`src/rtl/bindct_8pt_pipe.sv`:
```
// bindct_8pt_pipe: 8-point binary (lifting) DCT. It has four register stages and a
// single pipeline enable driven by output backpressure.
// Ports:
//   clk, rst (synchronous, active-low)
//   in_valid/in_ready/x_in[0:7]   : input vector handshake; in_ready is combinational
//   out_valid/out_ready/y_out[0:7]: output coefficient handshake
//   sat_flag (sticky clip indicator), clr_sat (clears it; a new clip wins)
module bindct_8pt_pipe #(
  parameter int unsigned IN_WIDTH  = 8,
  parameter int unsigned OUT_WIDTH = 12,
  parameter int unsigned FRAC_BITS = 6,
  parameter int unsigned K1 = 26,
  parameter int unsigned K2 = 48,
  parameter int unsigned K3 = 26,
  parameter int unsigned K4 = 24,
  parameter int unsigned K5 = 12,
  parameter int unsigned K6 = 12,
  parameter int unsigned K7 = 51,
  parameter int unsigned K8 = 28
) (
  input  logic                        clk,
  input  logic                        rst,
  input  logic                        in_valid,
  output logic                        in_ready,
  input  logic signed [IN_WIDTH-1:0]  x_in [0:7],
  output logic                        out_valid,
  input  logic                        out_ready,
  output logic signed [OUT_WIDTH-1:0] y_out [0:7],
  output logic                        sat_flag,
  input  logic                        clr_sat
);
  localparam int unsigned IW = IN_WIDTH + 4;
  localparam int unsigned KW = 16;
  localparam int unsigned PW = IW + KW + 1;
  localparam int unsigned SW = (IW > OUT_WIDTH) ? IW : OUT_WIDTH;
  localparam logic signed [SW-1:0] OMAX = SW'((64'sd1 <<< (OUT_WIDTH - 1)) - 64'sd1);
  localparam logic signed [SW-1:0] OMIN = ~OMAX;

  // Lifting multiply: floor((v*k) / 2^FRAC_BITS), wrapped back to the datapath width
  function automatic logic signed [IW-1:0] mul_k(input logic signed [IW-1:0] v,
                                                 input int unsigned k);
    logic signed [PW-1:0] p;
    p = PW'(v) * $signed(PW'(k));
    p = p >>> FRAC_BITS;
    return p[IW-1:0];
  endfunction

  // Clip to the output range; MSB of the result flags a clip
  function automatic logic [OUT_WIDTH:0] sat_k(input logic signed [IW-1:0] v);
    logic signed [SW-1:0] ve;
    ve = SW'(v);
    if (ve > OMAX) return {1'b1, OMAX[OUT_WIDTH-1:0]};
    if (ve < OMIN) return {1'b1, OMIN[OUT_WIDTH-1:0]};
    return {1'b0, ve[OUT_WIDTH-1:0]};
  endfunction

  logic en;
  logic v1_q, v1_d, v2_q, v2_d, v3_q, v3_d;
  logic out_valid_q, out_valid_d, sat_flag_q, sat_flag_d;
  logic signed [IW-1:0] a_q [4], a_d [4], b_q [4], b_d [4];
  logic signed [IW-1:0] c_q [4], c_d [4];
  logic signed [IW-1:0] q1_q, q1_d, q2_q, q2_d, pb0_q, pb0_d, pb3_q, pb3_d;
  logic signed [IW-1:0] ev_q [4], ev_d [4];  // y0, y2, y4, y6
  logic signed [IW-1:0] e_q [4], e_d [4];
  logic signed [IW-1:0] raw [8];
  logic signed [OUT_WIDTH-1:0] y_q [8], y_d [8];

  // The whole pipe advances only when the output slot is free or being drained
  assign en        = !out_valid_q || out_ready;
  assign in_ready  = en;
  assign out_valid = out_valid_q;
  assign sat_flag  = sat_flag_q;
  assign y_out     = y_q;

  // Stage 1: butterflies
  always_comb begin : stage1
    v1_d = v1_q;
    a_d  = a_q;
    b_d  = b_q;
    if (en) begin
      v1_d = in_valid;
      if (in_valid) begin
        for (int i = 0; i < 4; i++) begin
          a_d[i] = IW'(x_in[i]) + IW'(x_in[7-i]);
          b_d[i] = IW'(x_in[i]) - IW'(x_in[7-i]);
        end
      end
    end
  end

  // Stage 2: even butterflies and the b1/b2 lifting pair
  always_comb begin : stage2
    logic signed [IW-1:0] t;
    t     = b_q[2] - mul_k(b_q[1], K1);
    v2_d  = v2_q;
    c_d   = c_q;
    q1_d  = q1_q;
    q2_d  = q2_q;
    pb0_d = pb0_q;
    pb3_d = pb3_q;
    if (en) begin
      v2_d = v1_q;
      if (v1_q) begin
        c_d[0] = a_q[0] + a_q[3];
        c_d[1] = a_q[1] + a_q[2];
        c_d[2] = a_q[1] - a_q[2];
        c_d[3] = a_q[0] - a_q[3];
        q1_d   = t;
        q2_d   = b_q[1] + mul_k(t, K2);
        pb0_d  = b_q[0];
        pb3_d  = b_q[3];
      end
    end
  end

  // Stage 3: even outputs and odd butterflies
  always_comb begin : stage3
    logic signed [IW-1:0] y0, y6;
    y0   = c_q[0] + c_q[1];
    y6   = c_q[2] - mul_k(c_q[3], K3);
    v3_d = v3_q;
    ev_d = ev_q;
    e_d  = e_q;
    if (en) begin
      v3_d = v2_q;
      if (v2_q) begin
        ev_d[0] = y0;
        ev_d[1] = c_q[3] + mul_k(y6, K4);
        ev_d[2] = (y0 >>> 1) - c_q[1];
        ev_d[3] = y6;
        e_d[0]  = pb0_q + q1_q;
        e_d[1]  = pb0_q - q1_q;
        e_d[2]  = pb3_q - q2_q;
        e_d[3]  = pb3_q + q2_q;
      end
    end
  end

  // Stage 4: odd lifting, saturation, output register and sticky clip flag
  always_comb begin : stage4
    logic [OUT_WIDTH:0] s;
    logic clip_any;
    raw[0] = ev_q[0];
    raw[2] = ev_q[1];
    raw[4] = ev_q[2];
    raw[6] = ev_q[3];
    raw[7] = mul_k(e_q[3], K5) - e_q[0];
    raw[1] = e_q[3] - mul_k(raw[7], K6);
    raw[5] = e_q[1] + mul_k(e_q[2], K7);
    raw[3] = e_q[2] - mul_k(raw[5], K8);
    clip_any    = 1'b0;
    y_d         = y_q;
    out_valid_d = out_valid_q;
    for (int k = 0; k < 8; k++) begin
      s = sat_k(raw[k]);
      clip_any = clip_any | s[OUT_WIDTH];
      if (en && v3_q) y_d[k] = s[OUT_WIDTH-1:0];
    end
    if (en) out_valid_d = v3_q;
    // Set has priority over clear
    sat_flag_d = clr_sat ? 1'b0 : sat_flag_q;
    if (en && v3_q && clip_any) sat_flag_d = 1'b1;
  end

  always_ff @(posedge clk) begin
    if (!rst) begin
      v1_q        <= 1'b0;
      v2_q        <= 1'b0;
      v3_q        <= 1'b0;
      out_valid_q <= 1'b0;
      sat_flag_q  <= 1'b0;
      a_q         <= '{default: '0};
      b_q         <= '{default: '0};
      c_q         <= '{default: '0};
      q1_q        <= '0;
      q2_q        <= '0;
      pb0_q       <= '0;
      pb3_q       <= '0;
      ev_q        <= '{default: '0};
      e_q         <= '{default: '0};
      y_q         <= '{default: '0};
    end else begin
      v1_q        <= v1_d;
      v2_q        <= v2_d;
      v3_q        <= v3_d;
      out_valid_q <= out_valid_d;
      sat_flag_q  <= sat_flag_d;
      a_q         <= a_d;
      b_q         <= b_d;
      c_q         <= c_d;
      q1_q        <= q1_d;
      q2_q        <= q2_d;
      pb0_q       <= pb0_d;
      pb3_q       <= pb3_d;
      ev_q        <= ev_d;
      e_q         <= e_d;
      y_q         <= y_d;
    end
  end

endmodule

```
`config.mk`:
```
export PLATFORM = sky130hd
export DESIGN_NAME = bindct_8pt_pipe
export DESIGN_NICKNAME = d
export VERILOG_FILES = /design/src/rtl/bindct_8pt_pipe.sv
export SDC_FILE = /design/constraint.sdc
export NUM_CORES = 1
export LEC_CHECK = 0
export ABC_CLOCK_PERIOD_IN_PS = 10500
export CAP_MARGIN = 5
export CORE_MARGIN = 5
export CORE_UTILIZATION = 55
export DETAILED_ROUTE_END_ITERATION = 6
export PLACE_DENSITY = 0.81
export SYNTH_ARGS = -nofsm -noshare
export SYNTH_HDL_FRONTEND = slang
export SYNTH_SLANG_ARGS = --single-unit
```
`constraint.sdc`:
```
create_clock -name clk -period 10.5 [get_ports clk]
set_input_delay 3.15 -clock clk [delete_from_list [all_inputs] [get_ports clk]]
set_output_delay 3.15 -clock clk [all_outputs]
set_load 0.05 [all_outputs]
```
; ---- Yosys cells after proc, flatten, opt, wreduce, memory -nomap -nowiden
; Index checks and enable logic that the tools add are counted.
[op_classes]
bitwise_logic = 7
addsub = 26
multipliers = 8
n_mux = 58
reduce_logical = 8
n_lt_le_gt_ge = 16
[op_table]
columns = cell, count
row1 = two-way mux 13 bit, 32
row2 = "> comparator 12 bit, second input constant", 8
row3 = "< comparator 12 bit, second input constant", 8
row4 = adder 12 bit, 7
row5 = subtractor 12 bit, 6
row6 = "multiplier 12 x 3 -> 15 bit, second input constant", 3
row7 = adder 8 x 8 -> 9 bit, 4
row8 = subtractor 8 x 8 -> 9 bit, 4
row9 = two-way mux 1 bit, 26
row10 = subtractor 11 x 12 -> 12 bit, 2
row11 = "multiplier 12 x 7 -> 18 bit, second input constant", 1
row12 = "multiplier 12 x 5 -> 17 bit, second input constant", 1
row13 = "multiplier 12 x 4 -> 16 bit, second input constant", 1
row14 = "multiplier 12 x 3 -> 14 bit, second input constant", 1
row15 = "multiplier 9 x 5 -> 14 bit, second input constant", 1
row16 = adder 9 x 12 -> 12 bit, 1
row17 = subtractor 12 x 11 -> 12 bit, 1
row18 = subtractor 12 x 9 -> 12 bit, 1
row19 = OR 1 bit, 7
row20 = AND reduction 2 bit, 3
row21 = logical AND 1 bit, 2
row22 = nonzero test 2 bit, 1
row23 = zero test 1 bit, 1
row24 = logical OR 1 bit, 1
[word_totals]
input_bits = 69
out_inout_bits = 99
reg_bits = 386
wordCells = 160

; ---- Logic depth before layout (Yosys ltp)
; Gate-level depths: netlist of run 1.
[depth]
word_depth = 18
depth_mapped = 40
depth_no_buf = 40

; ---- Worst setup path before layout of run 1
; No wires, ideal clock.
[synth_path]
kind = register to register
from = reg e_q[13] (netlist bit)
to = reg y_q (netlist bit y_out[59])
n_path_buf = 0
arrival_time_ns = 7.451
path_stages_with_launch = 38
synth_period_minus_slack_ns = 7.584
setup_ns = 0.132
slack_ns = 2.916
required_time_ns = 10.368
cell_sequence = dfxtp_1 ha_1 fa_1 ha_1 fa_1 ha_1 a21oi_1 nand2_1 and2_1 o21a_1 nor2_1 ha_1 nor2b_1 o21a_1 nor2_1 xor2_1 inv_1 ha_1 [2 not listed] inv_1 ha_1 a21o_1 a21o_1 nor2_1 nor2b_1 nor2_1 nor2b_1 nor2_1 xor2_1 ha_1 and3_1 a211oi_1 a21oi_1 xnor2_1 xnor2_1 xnor2_1 a21oi_1
[synth_between]
elab_chain_len = 9
elab_cells_between_ends = 12
cone_classes = 2 x add/sub / 2 x mul / 2 x order compare / 6 x mux
[synth_rtl]
columns = element, line
row1 = start: declaration, 64  ; logic signed [IW-1:0] e_q [4], e_d [4];
row2 = start signal: assignment, 180  ; e_q <= '{default: '0};
row3 = start signal: assignment, 196  ; e_q <= e_d;
row4 = multiplier 12 x 7 -> 18 bit, 43  ; p = PW'(v) * $signed(PW'(k));
row5 = adder 12 bit, 149  ; raw[5] = e_q[1] + mul_k(e_q[2], K7);
row6 = multiplier 12 x 4 -> 16 bit, 43
row7 = subtractor 12 bit *, 150  ; raw[3] = e_q[2] - mul_k(raw[5], K8);
row8 = < comparator 12 bit, 53  ; if (ve < OMIN) return {1'b1, OMIN[OUT_WIDTH-1:0]};
row9 = two-way mux 1 bit (2 in series), 53
row10 = two-way mux 13 bit, 54  ; return {1'b0, ve[OUT_WIDTH-1:0]};
row11 = two-way mux 13 bit *, 53
row12 = end signal: assignment, 197  ; y_q <= y_d;
row13 = end: declaration, 66  ; logic signed [OUT_WIDTH-1:0] y_q [8], y_d [8];
; Every way passes the cells marked *; elsewhere a longest branch is shown, timed or not. The select of a mux whose other input is x is not followed.
; A chain may end at the register's enable or synchronous reset.

; ---- Final worst setup path of run 1
[layout_path]
from = reg e_q[17] (netlist bit)
to = reg y_q (netlist bit y_out[59])
; Same word-level chain as after synthesis.

==> results by group, run 1 <==
Critical path
  • Arrival time worst endpoint: 8850 ps
  • CP Max Fanout: 6
  • Startpoint types: flip-flop
  • Crit Path Class: reg -> reg
  • Slowest-stage cell, CP: dfxtp_1
  • Slowest stage delay, CP: 550 ps
  • WP data required: 10900 ps
  • CP most frequent cell: ha_1
  • Endpoint type of the worst setup path: flip-flop

Timing
  • Period utilisation layout: 0.805
  • Worst clock skew: 16.0 ps
  • Final Hold Fails: 0
  • Worst-Margin Slew: 1150 ps
  • Max-slew violations: 0
  • Final worst-path setup slack: 2050 ps
  • Setup violations, final: 0
  • Fmax: 118 MHz
  • Worst hold margin: 452 ps
  • Headroom to the max-slew limit: 0.235
  • Final Critical Period: 8450 ps
  • RSZ-0062 raised after global routing: false
  • Setup TNS: 0 ps

Synth
  • Syn nets: 4067
  • Synth top area share: 0.250
  • Number of synthesized flops with an enable pin: 0
  • Synth Area in Simple Gates: 0.150
  • Compound-gate portion of the synthesized area: 0.183
  • Yosys Warn Count: 0
  • Post-synthesis adder-cell area fraction: 0.256
  • Post-synth top area cell: dfxtp_1
  • Post-synthesis mux area share: 0.00682
  • Flops & latches, synth: 351
  • Main combinational cell family by area after synthesis: adder cells
  • Xor/xnor share of the synthesized area: 0.0820
  • Mapped Cells: 3469
  • Post-synthesis sequential area ratio: 0.250
  • Netlist cell types: 70
  • Post-synth ARST share: 0
  • Syn avg cell area: 8.09 um^2
  • Synth area leaders: dfxtp_1, ha_1, xnor2_1
  • Main flop type after synthesis: dfxtp_1
  • Mapped Area: 28100 um^2

Place
  • Worst slack at placement: 2120 ps
  • Gp weighted congestion: 0.898
  • IO Port Bufs: 167
  • Placed Area: 30200 um^2
  • Post-DP HPWL: 50400 um
  • Dpl cells: 4186

Clock tree
  • Clk_lat worst skew: 570 ps
  • Hold_buf cts: 0
  • Worst-path clk slew: 60 ps
  • Num Clock Sinks: 351
  • Post-CTS Setup Inserts: 0
  • Worst-case clock buffer depth: 3
  • Number of buffers created by CTS: 40
  • Root buffer cell: clkbuf_16
  • CTS tree: yes
  • Post-CTS Resized: 0
  • Htree depth: 2

GRT
  • Number of global-route vias before repair: 21600
  • Pin count of the biggest net entering global routing: 220
  • GRT overflow: 0
  • Global-route usage over all layers: 0.227
  • Global-route wire length before repair: 107000 um
  • Number of antenna violations at the first check in global routing: 0

Die
  • I/O pin count: 168
  • Die width: 236 um
  • DIE HEIGHT: 236 um
  • Initial Util: 0.558
  • Core Box Area: 50300 um^2
  • Die ar.: 55600 um^2
  • Rows: 82

Flow run
  • Max-cap viol count: 0

Drt
  • Via density: 5.45
  • Iteration count of the initial detailed-routing pass: 5
  • Wire per inst: 15.3 um
  • Antenna-violating nets left: 0
  • Via count: 23200
  • Final wirelength: 65200 um
  • Drt drc: 0
  • DRT iter0 DRCs: 1337

Final layout
  • Design area: 31400 um^2
  • Post-layout util: 0.625
  • Antenna cell count: 0
  • Final nets: 4154
  • Layout fillers: 4329
  • Finished Layout Cells: 4254
  • Area growth syn-to-layout: 12.1%
  • Multi-input gate area: 19000 um^2
  • Share of layout cells above drive strength 1: 0.0282
  • Register area: 7030 um^2

Outcome
  • Run status: finished clean

Pwr
  • Total power: 9.73 mW
  • Peak supply drop: 0.252 mV
  • Pwr Density: 309 nW/um^2
  • Leak Pwr: 14.1 nW

Min path
  • Min-delay worst type: reg -> reg
per-layer routing:
metal	routed length, um	vias up	track usage
met5	0	-	0
met1	31500	10700	0.326
met3	3290	86	0.0299
met2	29000	482	0.366
li1	-	11900	-
met4	1380	0	0.0559
Yosys cell counts (10+ instances only):
| master | number |
|---|---|
| nand2_1 | 395 |
| a211oi_1 | 104 |
| and3_1 | 15 |
| xor2_1 | 57 |
| a21oi_1 | 333 |
| o21a_1 | 27 |
| buf_1 | 11 |
| o21ai_0 | 116 |
| or3_1 | 31 |
| nand2b_1 | 20 |
| mux2i_1 | 18 |
| clkbuf_1 | 121 |
| nor4_1 | 11 |
| a21o_1 | 61 |
| nor2_1 | 308 |
| a311oi_1 | 10 |
| ha_1 | 454 |
| nand3_1 | 34 |
| o21bai_1 | 53 |
| a2111oi_0 | 11 |
| nor3_1 | 52 |
| a21boi_0 | 26 |
| and2_1 | 14 |
| inv_1 | 406 |
| nor2b_1 | 45 |
| dfxtp_1 | 351 |
| xnor2_1 | 195 |
| fa_1 | 75 |
final timing paths:
check | from | endpoint | slack [ps] | cells past startpoint
worst max register to register | e_q[17] | y_out[59] | 2050 | 34
worst max-delay path | e_q[17] | y_out[59] | 2050 | 34
worst min register to register | ev_q[1] | y_out[13] | 450 | 2
worst min-delay path | ev_q[1] | y_out[13] | 450 | 2
cells in the final DEF (no fill, tap or decap), drive strengths merged, types with 6 or more instances in the layout:
cell	count
a2111oi	12
a41oi	6
nor2	309
dfxtp	351
a211oi	104
clkinv	10
or3	31
inv	407
or2	6
clkbuf	54
o21ai	121
nand4	9
and2	14
nand2b	20
nor4	11
o21bai	53
ha	454
o41ai	9
clkdlybuf4s50	166
a31oi	10
buf	11
a21oi	333
nand3	34
o31a	8
xor2	57
a311oi	11
nor2b	45
mux2i	18
xnor2	200
and3	15
nor3	52
fa	75
a21boi	26
a21o	61
o21a	27
nand2	395
flip-flops by register name (all words and copies together) (netlist names):
| signal | flops |
|---|---|
| a_q | 35 |
| b_q | 33 |
| c_q | 46 |
| e_q | 46 |
| ev_q | 48 |
| out_valid | 1 |
| pb0_q | 9 |
| pb3_q | 9 |
| q1_q | 12 |
| q2_q | 12 |
| sat_flag | 1 |
| v1_q | 1 |
| v2_q | 1 |
| v3_q | 1 |
| y_out | 96 |
report_power, final:
part / internal (mW) / total, mW / switching [mW]
sequential: 1.46 / 1.59 / 0.128
combinational: 3.03 / 6.77 / 3.74
clock: 0.804 / 1.37 / 0.561
worst max-delay path, delay by kind of cell, from the launching register on:
family / cells / cell delay (ps)
fa+ha+maj: 10 / 3650
compound gates: 10 / 1940
xor+xnor: 6 / 1060
simple gates: 6 / 980
flops: 1 / 550
buf+inv: 2 / 90
cell families after synthesis:
family / after synthesis
AOI/OAI and AO/OA: 812
xor gates and xnor gates: 257
adders and majority gates: 529
buffers and inverters: 540
DFF: 351
muxes: 19
and+or+nand+nor: 961
cell type report:
type	instances	share of cell area
clock buffers	54	0.0348
clock inverters	14	0.00537
inverters	408	0.0489
multi-input cells	2578	0.605
flip-flops and latches	351	0.223
well taps	672	0.0267
repair buffers	177	0.0558
Power figures use the tool's default switching activity.
==> run 2, diff against run 1 <==
--- a/config.mk
+++ b/config.mk
@@ -5,12 +5,12 @@
 export SDC_FILE = /design/constraint.sdc
 export NUM_CORES = 1
 export LEC_CHECK = 0
-export ABC_CLOCK_PERIOD_IN_PS = 10500
+export ABC_CLOCK_PERIOD_IN_PS = 7200
 export CAP_MARGIN = 5
 export CORE_MARGIN = 5
 export CORE_UTILIZATION = 55
 export DETAILED_ROUTE_END_ITERATION = 6
-export PLACE_DENSITY = 0.81
+export PLACE_DENSITY = 0.84
 export SYNTH_ARGS = -nofsm -noshare
 export SYNTH_HDL_FRONTEND = slang
 export SYNTH_SLANG_ARGS = --single-unit
==> constraint.sdc (replaced) <==
create_clock -name clk -period 7.2 [get_ports clk]
set_input_delay 2.16 -clock clk [delete_from_list [all_inputs] [get_ports clk]]
set_output_delay 2.16 -clock clk [all_outputs]
set_load 0.05 [all_outputs]
==> results by group, run 2 (same netlist as run 1, synthesis figures left out) <==
Pwr
  • Internal power: 9.89 mW
  • Peak supply drop: 0.576 mV
  • Leak Pwr: 15.2 nW
  • Seq pwr share: 0.131
  • Total power: 17.6 mW
  • Clock power frac: 0.114
  • Comb pwr share: 0.755
  • Pwr Density: 519 nW/um^2
  • Net Sw Frac: 0.437
  • Sw Pwr: 7.68 mW

Timing
  • Worst hold margin: 450 ps
  • Final worst-path setup slack: -452 ps
  • Worst clock skew: 27.1 ps
  • Max-slew violations: 0
  • Headroom to the max-slew limit: 0.255
  • RSZ-0062 raised after global routing: true
  • Setup TNS: -1620 ps
  • Final Critical Period: 7650 ps
  • Worst-Margin Slew: 1120 ps
  • Setup violations, final: 6
  • Period utilisation layout: 1.06
  • Final Hold Fails: 0
  • Fmax: 131 MHz

Final layout
  • Share of layout cells above drive strength 1: 0.117
  • Finished Layout Cells: 4431
  • Post-layout util: 0.673
  • Antenna cell count: 0
  • Area growth syn-to-layout: 20.6%
  • Most common cell after layout, fill and taps aside: ha_1
  • Design area: 33800 um^2
  • Layout fillers: 3817
  • Largest register FFs: 96
  • Most frequent cells in the layout: ha_1, inv_1, nand2_1
  • Final nets: 4331

GRT
  • Global routing's busiest layer: met2
  • Global-route wire length before repair: 112000 um
  • GR Util met1: 0.329
  • Met2 Use GR: 0.384
  • Global-route usage over all layers: 0.238
  • Pin count of the biggest net entering global routing: 153
  • GRT overflow: 0
  • Number of global-route vias before repair: 22700
  • Number of antenna violations at the first check in global routing: 0
  • GR Util met3: 0.0381

Drt
  • Wire per inst: 16.2 um
  • Antenna-violating nets left: 0
  • DRT iter0 DRCs: 1619
  • Iteration count of the initial detailed-routing pass: 7
  • Via count: 24600
  • Final wirelength: 71700 um
  • Drt drc: 2
  • Via density: 5.55

Place
  • Gp weighted congestion: 0.902
  • Dpl cells: 4343
  • IO Port Bufs: 167
  • Post-DP HPWL: 53000 um
  • Worst slack at placement: -453 ps
  • Placed Area: 31600 um^2

Critical path
  • WP data required: 7620 ps
  • CP most frequent cell: xnor2_1
  • CP Max Fanout: 4
  • Slowest stage delay, CP: 590 ps
  • Crit path depth: 34
  • Crit path max-delay family: adder cells
  • R2R cell count: 34
  • Slowest-stage cell, CP: fa_1
  • Crit Path Class: reg -> reg
  • Arrival time worst endpoint: 8080 ps
  • Endpoint type of the worst setup path: flip-flop
  • R2R Setup Slk: -450 ps
  • Startpoint types: flip-flop
  • WP buf/inv: 7

Die
  • Core Box Area: 50300 um^2
  • I/O pin count: 168
  • Die width: 236 um
  • DIE HEIGHT: 236 um
  • Rows: 82
  • Initial Util: 0.558
  • Die ar.: 55600 um^2

Clock tree
  • Worst-case clock buffer depth: 3
  • Num Clock Sinks: 351
  • CTS tree: yes
  • Number of buffers created by CTS: 38
  • Htree depth: 2
  • Root buffer cell: clkbuf_16
  • Hold_buf cts: 0
  • Clk_lat worst skew: 580 ps
  • Worst-path clk slew: 60 ps

Flow run
  • Max-cap viol count: 0

Min path
  • Hold path cells: 2
  • Min-delay worst type: reg -> reg

Outcome
  • Failing checks: DRC, setup timing
  • Run status: finished, violations left
[run 2: changes by cell type in the layout (fill, tap and decap cells not counted), sizes merged]
cell	before	now
bufinv	3	4
clkinvlp	2	5
clkbuf	54	49
inv	407	406
buf	11	190
[run 2: tightest hold or removal path: cells and delay by family (launching register included)]
kind / cells / cell delay, ps
DFF: 1 / 310
and+or+nand+nor: 1 / 50
AOI/OAI and AO/OA: 1 / 50
[run 2: area by class of cell]
class	count	area (um^2)	share of cell area
multi-input combinational	2578	20000	0.592
sequential	351	7050	0.208
timing repair buffer	356	3120	0.0923
inverter	408	1540	0.0455
clock buffer	49	1040	0.0308
tap	672	841	0.0248
clock inverter	17	220	0.00651
[run 2: final timing paths]
path | startpoint | to
min reg2reg | ev_q[31] | y_out[67]
max reg2reg | e_q[14] | y_out[59]
min | ev_q[31] | y_out[67]
max | e_q[14] | y_out[59]
[run 2: power groups by stage]
stage	clock network, mW	logic (mW)	registers [mW]
finish	2.00	13.3	2.30
global route	2.13	14.6	2.32
CTS	2.03	11.7	2.30
detailed placement	0	11.3	2.34
global placement	0	11.0	2.33
floorplan	0	7.97	2.41
[run 2: routing by layer]
metal,share of wire,up-vias
met2,0.46,774
met1,0.44,11400
met3,0.068,142
met5,0,-
li1,-,12200
met4,0.034,0
[run 2: what timing repair did]
action	in CTS	in global routing
gates resized for setup	40	150
pin swaps	39	72
endpoints found under the setup margin	7	17
setup buffers	12	11
cloned	0	0
